===== src/rtl/pipe_perf_pkg.sv =====
// Shared state encoding, read-select codes and default sizing for the pipeline
// performance monitor.
package pipe_perf_pkg;

  localparam int unsigned DEF_CNT_W       = 32;
  localparam int unsigned DEF_CYCLE_LIMIT = 30;
  localparam int unsigned DEF_HANG_N      = 8;

  typedef enum logic [1:0] {
    ST_IDLE = 2'd0,
    ST_RUN  = 2'd1,
    ST_DONE = 2'd2
  } state_e;

  typedef enum logic [1:0] {
    SEL_CYCLES  = 2'd0,
    SEL_STALLS  = 2'd1,
    SEL_FLUSHES = 2'd2,
    SEL_RETIRED = 2'd3
  } rd_sel_e;

endpackage


===== src/rtl/perf_sat_counter.sv =====
// Event counter with enable and synchronous clear that sticks at all-ones
// instead of wrapping.
module perf_sat_counter #(
  parameter int unsigned W = 32
) (
  input  logic         clk_i,
  input  logic         clr_i,
  input  logic         en_i,
  output logic [W-1:0] cnt_o
);

  logic [W-1:0] cnt_q, cnt_d;

  always_comb begin
    cnt_d = cnt_q;
    if (en_i && (cnt_q != '1)) begin
      cnt_d = cnt_q + W'(1);
    end
  end

  always_ff @(posedge clk_i) begin
    if (clr_i) begin
      cnt_q <= '0;
    end else begin
      cnt_q <= cnt_d;
    end
  end

  assign cnt_o = cnt_q;

endmodule


===== src/rtl/pipe_perf_monitor.sv =====
// Counts cycles, stalls, flushes and retirements of a pipelined CPU, stops after a
// fixed run length or when the PC sits still, and serves one-cycle-latency reads.
module pipe_perf_monitor
  import pipe_perf_pkg::*;
#(
  parameter int unsigned CNT_W       = DEF_CNT_W,
  parameter int unsigned CYCLE_LIMIT = DEF_CYCLE_LIMIT,
  parameter int unsigned HANG_N      = DEF_HANG_N
) (
  input  logic             clk_i,
  input  logic             rst_i,
  input  logic             start_i,
  input  logic             stall_i,
  input  logic             flush_i,
  input  logic             retire_i,
  input  logic [31:0]      pc_i,
  input  logic             rd_req_i,
  input  logic [1:0]       rd_sel_i,
  output logic             rd_valid_o,
  output logic [CNT_W-1:0] rd_data_o,
  output logic             running_o,
  output logic             done_o,
  output logic             hang_o
);

  localparam int unsigned HANG_W = $clog2(HANG_N + 1);

  state_e            state_q, state_d;
  logic [HANG_W-1:0] hangCnt_q, hangCnt_d;
  logic [31:0]       pcPrev_q, pcPrev_d;
  logic              hangFlag_q, hangFlag_d;
  logic              rdValid_q;
  logic [CNT_W-1:0]  rdData_q, rdData_d;

  logic              counting;
  logic              hangHit;
  logic              limitHit;
  logic [CNT_W-1:0]  cycleCnt, stallCnt, flushCnt, retireCnt;
  logic [CNT_W-1:0]  cycleNext;

  assign counting = (state_q == ST_RUN) && start_i;

  perf_sat_counter #(.W(CNT_W)) uCycleCnt (
    .clk_i (clk_i),
    .clr_i (rst_i),
    .en_i  (counting),
    .cnt_o (cycleCnt)
  );

  perf_sat_counter #(.W(CNT_W)) uStallCnt (
    .clk_i (clk_i),
    .clr_i (rst_i),
    .en_i  (counting && stall_i),
    .cnt_o (stallCnt)
  );

  perf_sat_counter #(.W(CNT_W)) uFlushCnt (
    .clk_i (clk_i),
    .clr_i (rst_i),
    .en_i  (counting && flush_i),
    .cnt_o (flushCnt)
  );

  perf_sat_counter #(.W(CNT_W)) uRetireCnt (
    .clk_i (clk_i),
    .clr_i (rst_i),
    .en_i  (counting && retire_i),
    .cnt_o (retireCnt)
  );

  // The limit compare is done wide so a narrow, saturated counter can never alias CYCLE_LIMIT.
  assign cycleNext = (cycleCnt == '1) ? cycleCnt : cycleCnt + CNT_W'(1);
  assign limitHit  = counting && (64'(cycleNext) == 64'(CYCLE_LIMIT));

  always_comb begin
    hangCnt_d = hangCnt_q;
    pcPrev_d  = pcPrev_q;
    hangHit   = 1'b0;
    if (counting) begin
      pcPrev_d = pc_i;
      if (!stall_i && (pc_i == pcPrev_q)) begin
        hangCnt_d = hangCnt_q + HANG_W'(1);
        hangHit   = (hangCnt_d == HANG_W'(HANG_N));
      end else begin
        hangCnt_d = '0;
      end
    end
  end

  // A hang wins the flag even when the run limit lands on the same edge.
  always_comb begin
    state_d    = state_q;
    hangFlag_d = hangFlag_q;
    case (state_q)
      ST_IDLE: begin
        if (start_i) begin
          state_d = ST_RUN;
        end
      end
      ST_RUN: begin
        if (hangHit || limitHit) begin
          state_d    = ST_DONE;
          hangFlag_d = hangHit;
        end
      end
      ST_DONE: begin
        state_d = ST_DONE;
      end
      default: begin
        state_d = ST_IDLE;
      end
    endcase
  end

  always_comb begin
    rdData_d = '0;
    if (rd_req_i) begin
      case (rd_sel_i)
        SEL_CYCLES:  rdData_d = cycleCnt;
        SEL_STALLS:  rdData_d = stallCnt;
        SEL_FLUSHES: rdData_d = flushCnt;
        SEL_RETIRED: rdData_d = retireCnt;
      endcase
    end
  end

  always_ff @(posedge clk_i) begin
    if (rst_i) begin
      state_q    <= ST_IDLE;
      hangCnt_q  <= '0;
      pcPrev_q   <= '0;
      hangFlag_q <= 1'b0;
      rdValid_q  <= 1'b0;
      rdData_q   <= '0;
    end else begin
      state_q    <= state_d;
      hangCnt_q  <= hangCnt_d;
      pcPrev_q   <= pcPrev_d;
      hangFlag_q <= hangFlag_d;
      rdValid_q  <= rd_req_i;
      rdData_q   <= rdData_d;
    end
  end

  assign rd_valid_o = rdValid_q;
  assign rd_data_o  = rdData_q;
  assign running_o  = (state_q == ST_RUN);
  assign done_o     = (state_q == ST_DONE);
  assign hang_o     = hangFlag_q;

endmodule


===== config.mk =====
export PLATFORM = sky130hd
export DESIGN_NAME = pipe_perf_monitor
export DESIGN_NICKNAME = d
export VERILOG_FILES = /design/src/rtl/pipe_perf_pkg.sv /design/src/rtl/perf_sat_counter.sv /design/src/rtl/pipe_perf_monitor.sv
export SDC_FILE = /design/constraint.sdc
export NUM_CORES = 1
export LEC_CHECK = 0
export ABC_AREA = 0
export BUFFER_PORTS_ARGS = -buffer_cell sky130_fd_sc_hd__buf_2
export CAP_MARGIN = 20
export CORE_ASPECT_RATIO = 1.5
export CORE_MARGIN = 8
export CORE_UTILIZATION = 30
export CTS_CLUSTER_SIZE = 8
export DETAILED_ROUTE_END_ITERATION = 8
export PLACE_DENSITY = 0.56
export SLEW_MARGIN = 5
export SYNTH_ARGS = -nofsm -noshare
export SYNTH_HDL_FRONTEND = slang
export SYNTH_HIERARCHICAL = 1
export SYNTH_SLANG_ARGS = --single-unit

===== constraint.sdc =====
create_clock -name clk_i -period 3 [get_ports clk_i]
set_clock_uncertainty 0.15 [all_clocks]
set_input_delay 0.15 -clock clk_i [delete_from_list [all_inputs] [get_ports clk_i]]
set_output_delay 0.15 -clock clk_i [all_outputs]
set_load 0.1 [all_outputs]

* After elaboration in Yosys (flattened, before gate mapping) *
Index checks and enable logic that the tools add are counted.

word-level totals
  flip-flop bits (word level) = 200
  output and inout bits = 36
  word-level logic and storage cells = 56

operators by class
  add/sub/neg operators = 5
  bitwise operators = 1
  reductions and logical operators = 17
  eq/ne operators = 15
  muxes and demuxes = 8

operators by type and width
  operator                                                                number
  32-bit by 1-bit adder with 32-bit output, second input constant         4
  32-bit != test, second input constant                                   4
  32-bit one-hot mux with 4 select lines                                  1
  32-bit equality test                                                    1
  32-bit equality test, second input constant                             1
  32-bit by 5-bit equality test with 1-bit output, second input constant  1
  32-bit 2-to-1 mux                                                       1
  1-bit logical AND                                                       10
  2-bit equality test, second input constant                              3
  2-bit one-hot mux with 3 select lines                                   1
  4-bit by 1-bit adder with 4-bit output, second input constant           1
  2-bit by 1-bit equality test with 1-bit output, second input constant   2
  4-bit equality test, second input constant                              1
  2-bit zero test                                                         2
  2-bit 2-to-1 mux                                                        2
  4-bit 2-to-1 mux                                                        1
  2-bit AND reduction                                                     2
  1-bit 2-to-1 mux                                                        2
  2-bit by 1-bit != test with 1-bit output, second input constant         1
  2-bit != test, second input constant                                    1
  2-bit OR reduction                                                      1
  1-bit zero test                                                         1
  1-bit logical OR                                                        1
  1-bit inverter                                                          1

* Longest topological paths before layout *
  word-level depth = 7
  mapped depth = 11

* By module *
The synthesis kept the hierarchy.

by module, submodules not included
  module             area an instance (um^2)  cells each  times used  sequential area each (um^2)
  perf_sat_counter   1674.1                   199         4           640.6
  pipe_perf_monitor  4454.3                   481         1           1441.4

* Worst setup path before layout *
Ideal clock, no wire load.

  path kind = register -> register
  start point = register state_q[1]
  end point = register uCycleCnt.cnt_q[31] (netlist: uCycleCnt/cnt_o[31])
  slack = -683 ps
  cell stages (with the launch flop) = 11
  path buffers = 1
  setup time = 121 ps
  data arrival time = 3412 ps
  required time = 2729 ps
  cell sequence = dfxtp_1 > inv_1 > ha_1 > nand2_1 > clkinv_1 > clkbuf_1 > nand4_1 > nor4_2 > nand4_1 > nor4_1 > mux2_2

on the way
  longest elaborated chain between the ends = 3

ends and longest elaborated chain
  what                                            RTL line                  RTL
  from (decl)                                     pipe_perf_monitor.sv:28   state_e state_q, state_d;
  from (signal assigned)                          pipe_perf_monitor.sv:136  state_q <= state_d;
  2-bit by 1-bit equality test with 1-bit output  --
  via running_o                                   pipe_perf_monitor.sv:21   output logic running_o,
  1-bit logical AND                               pipe_perf_monitor.sv:41   assign counting = (state_q == ST_RUN) && start_i;
  via counting                                    pipe_perf_monitor.sv:35   logic counting;
  1-bit logical AND                               perf_sat_counter.sv:16    if (en_i && (cnt_q != '1)) begin
  to (signal assigned)                            perf_sat_counter.sv:25    cnt_q <= cnt_d;
  to (decl)                                       perf_sat_counter.sv:12    logic [W-1:0] cnt_q, cnt_d;

The timed path passes the listed nets, and every way through them passes these cells.
A chain may end at the register's enable or synchronous reset.

* Worst setup path in the final report *
  start point = register uCycleCnt.cnt_q[5] (netlist: uCycleCnt/cnt_o[5])
  end point = register state_q[0]

on the way
  longest elaborated chain between the ends = 7
  elaborated cells on any way between the ends = 8
  those cells by class = add/sub (1); eq/ne (3); mux (1); reduce/logical (3)

ends and longest elaborated chain
  what                                                                              RTL line                  RTL
  32-bit by 1-bit adder with 32-bit output or 32-bit equality test (tied branches)  pipe_perf_monitor.sv:72   assign cycleNext = (cycleCnt == '1) ? cycleCnt : cycleCnt + CNT_W'(1);
  32-bit 2-to-1 mux (*)                                                             pipe_perf_monitor.sv:72
  32-bit by 5-bit equality test with 1-bit output (*)                               pipe_perf_monitor.sv:73   assign limitHit = counting && (64'(cycleNext) == 64'(CYCLE_LIMIT));
  1-bit logical AND (*)                                                             pipe_perf_monitor.sv:73
  1-bit logical OR (*)                                                              pipe_perf_monitor.sv:101  if (hangHit || limitHit) begin
  2-bit by 1-bit != test with 1-bit output (no source line) (*)                     --
  2-bit AND reduction (no source line) (*)                                          --

Every way passes the cells marked *; elsewhere a longest branch is shown, timed or not.

==> flow_summary.rst <==
.. list-table::
   :header-rows: 1

   * - Metric
     - Value
   * - Via count of the first global-routing pass
     - a little over 10,000
   * - Async SR Flop Fraction
     - 0%
   * - Clock sink count
     - 200
   * - Starting density of the core
     - a little under a third
   * - Area after DPL
     - 12,700 um2
   * - Number of nets produced by synthesis
     - between 1,000 and 1,500
   * - Post-route worst hold slack
     - between 0.06 and 0.07 ns
   * - Share of Yosys cell area claimed by the top area cell type
     - 35.9%
   * - Power per standard cell area
     - about 430 nW/um2
   * - Minimum clock period
     - 2.88 ns
   * - Required time reported for the critical path endpoint
     - 3.24 ns
   * - Worst Path Class, Setup
     - reg -> reg
   * - Maximum fanout count along the critical path
     - 9
   * - Post-detailed-placement half-perimeter wirelength
     - 28,100 um
   * - Peak ir drop on the vdd network
     - 0.000365 V
   * - Clk pwr share
     - 39.5%
   * - CTS max path bufs
     - 2
   * - Logic pwr share
     - about 13%
   * - Final Routed Wirelength
     - 37,500 um
   * - Pin count of the biggest net entering global routing
     - 96
   * - Largest cells by area after synthesis
     - sky130_fd_sc_hd__dfxtp_1 (36%), sky130_fd_sc_hd__mux4_2 (6.3%), sky130_fd_sc_hd__a21oi_1 (5.6%), sky130_fd_sc_hd__nand2_1 (3.9%), sky130_fd_sc_hd__or4_1 (3.5%)
   * - Switch Pwr
     - 1650 uW
   * - Overall overflow remaining after global route
     - 0
   * - Arrival time at the worst endpoint
     - 3.12 ns
   * - Switching part of the total
     - 28.2%
   * - GRT Total Usage
     - 16.7%
   * - Detailed-routing iteration count for the pre-antenna-repair pass
     - 5
   * - Routed wire length per instance
     - 19.4 um
   * - Number of max-cap violations
     - 0
   * - Most instantiated library cell after synthesis
     - sky130_fd_sc_hd__dfxtp_1
   * - Number of antenna violations at the first check in global routing
     - 0
   * - Antenna cells
     - 0
   * - Number of violations reported at the end of detailed-routing iteration 0
     - 606
   * - Final cell area excluding filler cells
     - 13,600 um2
   * - Achievable frequency
     - 347 MHz
   * - Worst Max-Slew Pin Slew
     - 0.816 ns
   * - Placeable core region
     - approximately 37,000 um2
   * - Final Cycle Share
     - between 90 and 100%
   * - Post-DR vias/cell
     - 5.57
   * - Sequential group share of total power
     - a little under half
   * - Result of the run
     - complete, no violations
   * - Per-instance average area after synthesis
     - 8.73 um2
   * - Number of warning messages in the yosys log
     - 6
   * - Register bit count reported by yosys
     - 200
   * - Internal power contribution
     - 4210 uW
   * - Antenna violation net count after detailed routing
     - 0
   * - Number of instances in the synthesized netlist
     - 1,277
   * - First-pass GRT wire length
     - 58,200 um
   * - Number of endpoints with negative hold slack in the final report
     - 0
   * - Via total after detailed routing
     - 10,800
   * - Die H
     - 252 um
   * - Clock H-tree levels
     - 4
   * - Total number of placement rows
     - 86
   * - Dominant cell type by area after synthesis
     - sky130_fd_sc_hd__dfxtp_1
   * - Most frequent cells after synthesis
     - sky130_fd_sc_hd__dfxtp_1 (200), sky130_fd_sc_hd__a21oi_1 (124), sky130_fd_sc_hd__nand2_1 (116), sky130_fd_sc_hd__nor2_1 (71), sky130_fd_sc_hd__nand3_1 (68)
   * - Kind of end point of the critical path
     - flip-flop
   * - Synth-to-Final Area Change
     - 22.4%
   * - Count of flip-flops with a built-in enable after synthesis
     - 0
   * - Die Outline Area
     - 43,700 um2
   * - Final Slew Violations
     - 0
   * - Number of clock buffers inserted by TritonCTS
     - 17
   * - Primary FF master, synth
     - sky130_fd_sc_hd__dfxtp_1
   * - Area of the mapped netlist
     - 11,200 um2
   * - Fraction of final layout cells with drive strength greater than 1
     - a little over a fifth
   * - Global placer's final weighted congestion
     - 0.886
   * - Count of buffers inserted at the top-level ports
     - 76
   * - CTS tree
     - yes
   * - Design Power
     - 5860 uW
   * - Clock tree root driver cell
     - sky130_fd_sc_hd__clkbuf_16
   * - Final net count
     - 1,486
   * - CP Launch Type
     - flip-flop
   * - Remaining design rule violation count
     - 0
   * - Clock slew seen by the registers of the worst setup and hold paths
     - 0.07 ns
   * - Number of top-level pins
     - between 70 and 80
   * - Lkg Pwr
     - 0.00449 uW
   * - Post-synthesis sequential area ratio
     - a little over a third
   * - Clk_lat worst skew
     - 0.46 ns
   * - Chip width
     - 173 um
   * - Worst slack at placement
     - -0.144 ns
   * - Count of cell types in the netlist
     - 74
   * - Slack of the critical path
     - 0.122 ns
   * - Rel. slew slack
     - a little under half
   * - Setup violators final
     - 0
   * - Type of the tightest min-delay check
     - in -> reg
## per-layer routing
layer  global-route usage [%]  vias to the layer above  wire length (um)
li1                         -                     5151                 -
met1                     18.0                     5233             14700
met2                     31.1                      282             19700
met3                     2.17                       87              1270
met4                     9.61                        0              1850
met5                        0                        -                 0
## registers in the layout (all words and copies together), names as in the netlist
register          cells
rd_data_o            32
hang_o                1
uStallCnt/cnt_o      32
uFlushCnt/cnt_o      32
rd_valid_o            1
pcPrev_q             32
state_q               2
hangCnt_q             4
uCycleCnt/cnt_o      32
uRetireCnt/cnt_o     32
## layout by cell type (no fill, tap or decap), types with 5 or more instances in the layout
cell type	n
sky130_fd_sc_hd__nand3_2	5
sky130_fd_sc_hd__buf_2	75
sky130_fd_sc_hd__a2111oi_0	8
sky130_fd_sc_hd__nor3b_1	10
sky130_fd_sc_hd__nor2b_1	41
sky130_fd_sc_hd__a31o_2	5
sky130_fd_sc_hd__o31ai_1	48
sky130_fd_sc_hd__nand2_1	116
sky130_fd_sc_hd__ha_1	9
sky130_fd_sc_hd__xnor2_1	34
sky130_fd_sc_hd__dlygate4sd3_1	33
sky130_fd_sc_hd__buf_4	95
sky130_fd_sc_hd__o21ai_0	40
sky130_fd_sc_hd__or4_1	52
sky130_fd_sc_hd__xor2_1	33
sky130_fd_sc_hd__nor2_1	71
sky130_fd_sc_hd__nor4_1	28
sky130_fd_sc_hd__inv_1	15
sky130_fd_sc_hd__nand4_1	53
sky130_fd_sc_hd__or2_2	5
sky130_fd_sc_hd__nand3_1	68
sky130_fd_sc_hd__clkbuf_16	17
sky130_fd_sc_hd__nor3_1	13
sky130_fd_sc_hd__a31oi_1	10
sky130_fd_sc_hd__or3_1	41
sky130_fd_sc_hd__and3_1	18
sky130_fd_sc_hd__mux4_2	31
sky130_fd_sc_hd__buf_12	5
sky130_fd_sc_hd__nand2b_1	8
sky130_fd_sc_hd__mux2i_1	8
sky130_fd_sc_hd__a21oi_1	124
sky130_fd_sc_hd__nor4_2	8
sky130_fd_sc_hd__dfxtp_1	198
sky130_fd_sc_hd__and2_1	5
sky130_fd_sc_hd__clkinvlp_4	5
sky130_fd_sc_hd__and4_1	18
## stage by stage
stage | util (%) | setup TNS (ns) | std cells
CTS | 37.1 | 0 | 1931
floorplan | - | 0 | 1277
global placement | 34.6 | -0.0920 | 1865
global route | 37.2 | -0.00297 | 1931
detailed placement | 34.6 | -0.271 | 1865
finish | 37.2 | 0 | 1931
## path summary, 6_finish.rpt
check,start,cells past startpoint,slack [ns],end
setup reg to reg,uCycleCnt/cnt_o[5]$_SDFFE_PP0P_,10,0.12,state_q[0]$_SDFFE_PP0P_
hold / removal,rd_req_i,4,0.07,rd_valid_o$_SDFF_PP0_
setup / recovery,uCycleCnt/cnt_o[5]$_SDFFE_PP0P_,10,0.12,state_q[0]$_SDFFE_PP0P_
hold reg to reg,pcPrev_q[18]$_SDFFE_PP0P_,2,0.32,pcPrev_q[18]$_SDFFE_PP0P_
## cell type report
cell class	count	area [um2]
inverters	16	60.1
well taps	484	606
fillers	3732	23000
flip-flops and latches	200	4010
clock buffers	18	439
multi-input cells	989	6850
repair buffers	210	1550
clock inverters	14	139
## what timing repair did
item | in CTS | in global routing
buffers inserted | 1 | 0
pin swaps | 1 | 0
resized for setup | 0 | 9
hold buffers | 33 | 0
endpoints found under the setup margin | 2 | 7
hold endpoints to repair | 64 | 0
## critical path, stage by stage (launching register included)
cell	delay, ns
sky130_fd_sc_hd__dfxtp_1	0.38
sky130_fd_sc_hd__buf_4	0.18
sky130_fd_sc_hd__and3_2	0.24
sky130_fd_sc_hd__nand4_1	0.13
sky130_fd_sc_hd__a2111o_1	0.44
sky130_fd_sc_hd__a2111o_1	0.35
sky130_fd_sc_hd__nor4_1	0.27
sky130_fd_sc_hd__nand4_1	0.12
sky130_fd_sc_hd__buf_4	0.18
sky130_fd_sc_hd__a31oi_4	0.17
sky130_fd_sc_hd__mux2i_1	0.19
## kinds of logic (layout without fill, tap and decap cells)
kind of cell             count (synthesis)  count (layout)  share of synthesized area [%]
AND/OR/NAND/NOR                        593             593                           30.7
AO/OA/AOI/OAI                          270             270                           15.6
flip-flops                             200             200                           35.9
buffers and inverters                   88             258                           3.32
XOR/XNOR                                67              67                           5.26
multiplexers                            48              48                           8.02
adder cells (fa/ha/maj)                 11              11                           1.23
## power groups by stage
stage | combinational (uW) | sequential (uW) | clock, uW
3_3_place_gp | 685 | 2850 | 0
2_1_floorplan | 493 | 2860 | 0
5_1_grt | 813 | 2810 | 2480
6_report | 743 | 2800 | 2320
3_5_place_dp | 695 | 2860 | 0
4_1_cts | 734 | 2800 | 2390
(Power assumes the default switching activity.)
